==> src/rtl/vector_mem_access_unit.sv <==
// Vector memory access unit: splits scalar and masked/strided vector loads and stores into
// per-element d_cache accesses. Define VMAU_STRIDED_EN to honour the stride port.
`ifndef MEM_CTR_NOP
`define MEM_CTR_NOP   2'd0
`define MEM_CTR_LOAD  2'd1
`define MEM_CTR_STORE 2'd2
`endif
`ifndef ONE_BYTE
`define ONE_BYTE  3'd0
`define TWO_BYTE  3'd1
`define FOUR_BYTE 3'd2
`endif
`ifndef MEM_RESTING
`define MEM_RESTING  2'd0
`define MEM_WORKING  2'd1
`define MEM_STALL    2'd2
`define MEM_FINISHED 2'd3
`endif
`ifndef D_CACHE_RESTING
`define D_CACHE_RESTING  2'd0
`define D_CACHE_WORKING  2'd1
`define D_CACHE_FINISHED 2'd2
`endif
`ifndef D_CACHE_NOP
`define D_CACHE_NOP   2'd0
`define D_CACHE_LOAD  2'd1
`define D_CACHE_STORE 2'd2
`endif

module vector_mem_access_unit #(
    parameter int unsigned ADDR_WIDTH       = 17,
    parameter int unsigned LEN              = 32,
    parameter int unsigned VECTOR_SIZE      = 8,
    parameter int unsigned ENTRY_INDEX_SIZE = 3
) (
    input  logic                       clk,
    input  logic                       rst,
    input  logic                       mem_access_enabled,
    input  logic                       is_vector,
    input  logic [1:0]                 data_vis_signal,
    input  logic [2:0]                 mem_data_type,
    input  logic [ADDR_WIDTH-1:0]      data_addr,
    input  logic [ADDR_WIDTH-1:0]      stride,
    input  logic [ENTRY_INDEX_SIZE:0]  length,
    input  logic                       vm,
    input  logic [VECTOR_SIZE-1:0]     mask,
    input  logic [LEN-1:0]             written_scalar_data,
    input  logic [LEN*VECTOR_SIZE-1:0] written_vector_data,
    output logic [LEN-1:0]             scalar_data,
    output logic [LEN*VECTOR_SIZE-1:0] vector_data,
    output logic [1:0]                 mem_vis_status,
    input  logic [1:0]                 d_cache_status,
    input  logic [LEN-1:0]             mem_data,
    output logic [1:0]                 cache_vis_signal,
    output logic [ADDR_WIDTH-1:0]      mem_vis_addr,
    output logic [2:0]                 d_cache_data_type,
    output logic [LEN-1:0]             cache_written_data
);

    localparam int unsigned IdxW = ENTRY_INDEX_SIZE + 1;

    typedef enum logic [2:0] {StIdle, StScan, StIssue, StWait, StDone} state_e;

    state_e                     state_q, state_d;
    logic                       is_vec_q, is_vec_d;
    logic                       is_store_q, is_store_d;
    logic                       vm_q, vm_d;
    logic [2:0]                 ew_q, ew_d;
    logic [ADDR_WIDTH-1:0]      base_q, base_d;
    logic [IdxW-1:0]            len_q, len_d;
    logic [IdxW-1:0]            cur_q, cur_d;
    logic [ENTRY_INDEX_SIZE-1:0] elem_q, elem_d;
    logic [VECTOR_SIZE-1:0]     mask_q, mask_d;
    logic [LEN*VECTOR_SIZE-1:0] wvec_q, wvec_d;
    logic [LEN-1:0]             wscalar_q, wscalar_d;
    logic [ADDR_WIDTH-1:0]      addr_q, addr_d;
    logic [LEN-1:0]             wdata_q, wdata_d;
    logic [LEN-1:0]             sdata_q, sdata_d;
    logic [LEN*VECTOR_SIZE-1:0] vdata_q, vdata_d;

    logic                        scan_found;
    logic [ENTRY_INDEX_SIZE-1:0] scan_idx;
    logic [ADDR_WIDTH-1:0]       step;
    logic [ADDR_WIDTH-1:0]       elem_addr;
    logic [LEN-1:0]              elem_wdata;
    logic [2:0]                  ew_norm;
    logic [IdxW-1:0]             len_clamped;
    logic [IdxW-1:0]             cur_next;

`ifdef VMAU_STRIDED_EN
    logic [ADDR_WIDTH-1:0] stride_q, stride_d;
`else
    logic unused_stride;
    assign unused_stride = ^stride;
`endif

    // Unknown element widths are handled as four-byte accesses.
    always_comb begin
        case (mem_data_type)
            `ONE_BYTE: ew_norm = `ONE_BYTE;
            `TWO_BYTE: ew_norm = `TWO_BYTE;
            default:   ew_norm = `FOUR_BYTE;
        endcase
    end

    assign len_clamped = (length > IdxW'(VECTOR_SIZE)) ? IdxW'(VECTOR_SIZE) : length;
    assign cur_next    = {1'b0, elem_q} + IdxW'(1);

    // Lowest active index at or above cur_q; skipped elements cost no cycles.
    always_comb begin
        scan_found = 1'b0;
        scan_idx   = '0;
        for (int i = VECTOR_SIZE - 1; i >= 0; i--) begin
            if ((vm_q || mask_q[i]) && (IdxW'(i) >= cur_q) && (IdxW'(i) < len_q)) begin
                scan_found = 1'b1;
                scan_idx   = ENTRY_INDEX_SIZE'(i);
            end
        end
    end

    always_comb begin
`ifdef VMAU_STRIDED_EN
        step = stride_q;
`else
        case (ew_q)
            `ONE_BYTE: step = ADDR_WIDTH'(1);
            `TWO_BYTE: step = ADDR_WIDTH'(2);
            default:   step = ADDR_WIDTH'(4);
        endcase
`endif
        elem_addr = base_q + ({{(ADDR_WIDTH - ENTRY_INDEX_SIZE){1'b0}}, scan_idx} * step);
    end

    always_comb begin
        elem_wdata = '0;
        if (is_vec_q) begin
            case (ew_q)
                `ONE_BYTE: elem_wdata[7:0]  = wvec_q[{scan_idx, 3'b000} +: 8];
                `TWO_BYTE: elem_wdata[15:0] = wvec_q[{scan_idx, 4'b0000} +: 16];
                default:   elem_wdata[31:0] = wvec_q[{scan_idx, 5'b00000} +: 32];
            endcase
        end else begin
            case (ew_q)
                `ONE_BYTE: elem_wdata[7:0]  = wscalar_q[7:0];
                `TWO_BYTE: elem_wdata[15:0] = wscalar_q[15:0];
                default:   elem_wdata[31:0] = wscalar_q[31:0];
            endcase
        end
    end

    always_comb begin
        state_d    = state_q;
        is_vec_d   = is_vec_q;
        is_store_d = is_store_q;
        vm_d       = vm_q;
        ew_d       = ew_q;
        base_d     = base_q;
        len_d      = len_q;
        cur_d      = cur_q;
        elem_d     = elem_q;
        mask_d     = mask_q;
        wvec_d     = wvec_q;
        wscalar_d  = wscalar_q;
        addr_d     = addr_q;
        wdata_d    = wdata_q;
        sdata_d    = sdata_q;
        vdata_d    = vdata_q;
`ifdef VMAU_STRIDED_EN
        stride_d   = stride_q;
`endif
        cache_vis_signal = `D_CACHE_NOP;
        mem_vis_status   = `MEM_RESTING;

        case (state_q)
            StIdle: begin
                if (mem_access_enabled) begin
                    if (data_vis_signal == `MEM_CTR_LOAD || data_vis_signal == `MEM_CTR_STORE) begin
                        is_vec_d   = is_vector;
                        is_store_d = (data_vis_signal == `MEM_CTR_STORE);
                        vm_d       = vm | ~is_vector;
                        ew_d       = ew_norm;
                        base_d     = data_addr;
                        len_d      = is_vector ? len_clamped : IdxW'(1);
                        cur_d      = '0;
                        mask_d     = mask;
                        wvec_d     = written_vector_data;
                        wscalar_d  = written_scalar_data;
`ifdef VMAU_STRIDED_EN
                        stride_d   = stride;
`endif
                        // Masked-off and out-of-range elements of a vector load read as 0.
                        if (is_vector && data_vis_signal == `MEM_CTR_LOAD) vdata_d = '0;
                        state_d = StScan;
                    end else begin
                        state_d = StDone;
                    end
                end
            end
            StScan: begin
                mem_vis_status = `MEM_WORKING;
                if (scan_found) begin
                    elem_d  = scan_idx;
                    addr_d  = elem_addr;
                    wdata_d = elem_wdata;
                    state_d = StIssue;
                end else begin
                    state_d = StDone;
                end
            end
            StIssue: begin
                if (d_cache_status == `D_CACHE_RESTING) begin
                    mem_vis_status   = `MEM_WORKING;
                    cache_vis_signal = is_store_q ? `D_CACHE_STORE : `D_CACHE_LOAD;
                    state_d          = StWait;
                end else begin
                    mem_vis_status = `MEM_STALL;
                end
            end
            StWait: begin
                mem_vis_status = `MEM_WORKING;
                if (d_cache_status == `D_CACHE_FINISHED) begin
                    if (!is_store_q) begin
                        if (is_vec_q) begin
                            case (ew_q)
                                `ONE_BYTE: vdata_d[{elem_q, 3'b000} +: 8]    = mem_data[7:0];
                                `TWO_BYTE: vdata_d[{elem_q, 4'b0000} +: 16]  = mem_data[15:0];
                                default:   vdata_d[{elem_q, 5'b00000} +: 32] = mem_data[31:0];
                            endcase
                        end else begin
                            sdata_d = mem_data;
                        end
                    end
                    cur_d   = cur_next;
                    state_d = (cur_next == len_q) ? StDone : StScan;
                end
            end
            StDone: begin
                mem_vis_status = `MEM_FINISHED;
                state_d        = StIdle;
            end
            default: state_d = StIdle;
        endcase
    end

    always_ff @(posedge clk or posedge rst) begin
        if (rst) begin
            state_q    <= StIdle;
            is_vec_q   <= 1'b0;
            is_store_q <= 1'b0;
            vm_q       <= 1'b0;
            ew_q       <= '0;
            base_q     <= '0;
            len_q      <= '0;
            cur_q      <= '0;
            elem_q     <= '0;
            mask_q     <= '0;
            wvec_q     <= '0;
            wscalar_q  <= '0;
            addr_q     <= '0;
            wdata_q    <= '0;
            sdata_q    <= '0;
            vdata_q    <= '0;
`ifdef VMAU_STRIDED_EN
            stride_q   <= '0;
`endif
        end else begin
            state_q    <= state_d;
            is_vec_q   <= is_vec_d;
            is_store_q <= is_store_d;
            vm_q       <= vm_d;
            ew_q       <= ew_d;
            base_q     <= base_d;
            len_q      <= len_d;
            cur_q      <= cur_d;
            elem_q     <= elem_d;
            mask_q     <= mask_d;
            wvec_q     <= wvec_d;
            wscalar_q  <= wscalar_d;
            addr_q     <= addr_d;
            wdata_q    <= wdata_d;
            sdata_q    <= sdata_d;
            vdata_q    <= vdata_d;
`ifdef VMAU_STRIDED_EN
            stride_q   <= stride_d;
`endif
        end
    end

    assign scalar_data        = sdata_q;
    assign vector_data        = vdata_q;
    assign mem_vis_addr       = addr_q;
    assign d_cache_data_type  = ew_q;
    assign cache_written_data = wdata_q;

endmodule
==> config.mk <==
export PLATFORM = sky130hd
export DESIGN_NAME = vector_mem_access_unit
export DESIGN_NICKNAME = d
export VERILOG_FILES = /design/src/rtl/vector_mem_access_unit.sv
export SDC_FILE = /design/constraint.sdc
export NUM_CORES = 2
export LEC_CHECK = 0
export CAP_MARGIN = 0
export CORE_AREA = 2 2 277 279
export CTS_CLUSTER_SIZE = 10
export DETAILED_ROUTE_END_ITERATION = 16
export DIE_AREA = 0 0 279 281
export PLACE_DENSITY = 0.74
export SLEW_MARGIN = 25
export SYNTH_ARGS = -nofsm -noshare
export SYNTH_HDL_FRONTEND = slang
export SYNTH_SLANG_ARGS = --single-unit
==> constraint.sdc <==
create_clock -name clk -period 23.5 [get_ports clk]
set_clock_uncertainty 0.15 [all_clocks]
set_input_delay 5.875 -clock clk [delete_from_list [all_inputs] [get_ports clk]]
set_output_delay 5.875 -clock clk [all_outputs]
set_load 0.1 [all_outputs]
==> results by group <==
Outcome
  • Status: finished, final reports clean

Global route
  • Antenna violations before repair: 30
  • Total gr overflow: 0
  • Largest net degree at the start of global routing: 211
  • First-pass GRT wire length: 200 mm
  • Global Route Usage Sum: 33.8%
  • Vias in the first global route: 31200

STA
  • FMAX: 70.2 MHz
  • Setup-failing EPs final: 0
  • Slew Viols, Final: 0
  • Final setup margin: 9.25 ns
  • Max-slew headroom: 21.0%
  • Tmin final: 14.25 ns
  • Hold_ws: 0.322 ns
  • Final TNS setup: 0 ns
  • Unrepaired setup endpoints after global routing: no
  • Worst Max-Slew Pin Slew: 1.18 ns
  • Final hold vios: 0
  • Fin crit share: 60.6%

Synth
  • Mapped Area: 0.0331 mm²
  • Syn Nets: 4208
  • Yosys Warn Count: 0
  • Synth Register Bits: 669
  • Fraction of registers with async set/reset: 100%
  • Cell variety after synth: 87
  • Post-synth EDFFs: 0
  • Synth area leaders: dfrtp_1, nand2_1, a21oi_1, a22o_1, clkbuf_1
  • Top_reg_cell synth: dfrtp_1
  • Cell with the most instances after synthesis: nand2_1
  • Share of the synthesized area in the top cell type: 50.5%
  • Avg Cell Area, Syn: 8.69 µm²
  • Register area share after synthesis: 50.5%
  • Largest area contributor in the netlist: dfrtp_1
  • Commonest cells post-synth: nand2_1, dfrtp_1, a21oi_1
  • Mapped Cells: 3811

Finish
  • Multi-input logic area: 0.0151 mm²
  • Layout Nets: 4749
  • Post-route insts no fill: 5384
  • Sequential Area: 0.0167 mm²
  • P&R area growth vs syn: 29.7%
  • Layout fillers: 6789
  • Share of post-route cells with drive strength above 1: 5.89%

Routing
  • DR WL/cell: 25.2 µm
  • DR iter-0 viols: 3753
  • Via density per instance: 6.02
  • Residual DRC count: 0
  • Pre-Repair DR Iteration Count: 8
  • Routed WL: 136 mm
  • Post-route ant nets: 0
  • DR vias: 32400

Setup path
  • Crit. End Element: output port
  • Worst path required time: 17.48 ns
  • Critical path type: in -> out
  • R2r endpoint: mem_vis_addr[15]$_DFFE_PP0P_
  • Crit start category: input port
  • Crit path max fanout: 4
  • FF-to-FF Start: len_q[3]$_DFFE_PP0P_
  • WP data arrival: 8.22 ns
  • Worst r2r path cells: 17
  • Reg2reg setup slack: 17.86 ns

Placed design
  • DP HPWL: 95.6 mm
  • Pre-CTS WS: 9.27 ns
  • Number of port buffers: 703
  • Placed cells: 5247
  • GP Congestion: 0.972

Clock network
  • Post-CTS Setup Inserts: 0
  • CTS buffer count: 80
  • Post-CTS Hold Buffers: 0
  • CTS tree: yes
  • Post_cts resized: 0
  • Max Root-Sink Buffers: 3
  • H-tree depth: 3
  • Sink Count: 669
  • CTS Root Cell: clkbuf_16
  • Worst skew pair latency: 0.64 ns
  • Worst-path clk slew: 0.05 ns

Floorplanning
  • Height of the die: 281 µm
  • Die width: 279 µm
  • Core footprint: 0.0754 mm²
  • Die Footprint: 0.0784 mm²
  • Initial Utilization: 43.9%
  • Row cnt: 101
  • IO Pins: 722

Run
  • Max Cap Viol: 0

Min path
  • HP Class: reg -> reg
  • WHS Path Cells: 2
  • Worst Hold Path EP: wvec_q[161]$_DFFE_PP0P_
  • Hold path startpoint: wvec_q[161]$_DFFE_PP0P_
==> registers in the layout (all words and copies together), names as in the netlist, 8 cells and up <==
name                count
vector_data           256
wvec_q                256
cache_written_data     32
scalar_data            32
wscalar_q              32
base_q                 17
mem_vis_addr           17
mask_q                  8
==> worst max path at each step <==
stage | cells after the start | slack (ns) | endpoint | from
2_1_floorplan | 3 | 8.22 | cache_vis_signal[1] | d_cache_status[1]
3_3_place_gp | 5 | 9.37 | cache_vis_signal[1] | d_cache_status[1]
3_5_place_dp | 5 | 9.27 | cache_vis_signal[1] | d_cache_status[1]
4_1_cts | 5 | 9.27 | cache_vis_signal[1] | d_cache_status[1]
5_1_grt | 5 | 9.20 | cache_vis_signal[1] | d_cache_status[1]
6_report | 5 | 9.25 | cache_vis_signal[1] | d_cache_status[1]
==> placed cells by master, fill, tap and decap left out, drive strengths merged, types with 31 or more instances in the layout <==
cell type,synthesis,layout
inv,35,35
nand2,1309,1309
o22a,31,31
buf,77,70
nand3,73,73
a21oi,277,277
clkdlybuf4s50,0,686
a22o,128,128
o221ai,54,54
nor2,179,179
nor3,47,47
mux2i,78,78
dfrtp,669,669
a211oi,37,37
o211ai,43,43
clkbuf,222,104
o22ai,51,51
mux2,32,32
a31oi,37,37
o21ai,169,169
==> worst max-delay path, stage by stage <==
cell	delay [ns]
clkdlybuf4s50_1	0.45
nor2_1	0.21
nand2_1	0.10
nor4b_1	0.36
clkdlybuf4s50_1	1.22
==> routing by layer <==
layer	track usage [%]	part of all wire (%)	wire (µm)	vias up
li1	-	-	-	14300
met1	41.5	37	50200	15700
met2	53.7	47	63200	1969
met3	7.24	9.4	12800	483
met4	22.5	7.1	9620	10
met5	0	0.047	64	-
==> cells by family after synthesis <==
group	synth area share, %
flops	50.5
buf+inv	4.32
fa+ha+maj	0.831
mux	3.45
simple gates	20.5
xor+xnor	0.502
compound gates	19.8
other cells	0.0113
==> layout make-up <==
type	instances	share of cell area, %
flip-flops and latches	669	39.0
multi-input cells	2808	35.1
repair buffers	758	17.3
clock buffers	102	4.97
well taps	978	2.85
clock inverters	10	0.361
inverters	35	0.314
diodes	24	0.140
==> through the flow <==
step / utilization (%) / instance area, µm²
6_report: 57.0 / 43000
3_5_place_dp: 53.8 / 40600
4_1_cts: 56.8 / 42900
2_1_floorplan: - / 33100
5_1_grt: 57.0 / 43000
3_3_place_gp: 53.8 / 40600
Power is left out: the tool's default activity adds up to more than one toggle a clock period on the data nets, which glitch-free logic cannot reach.
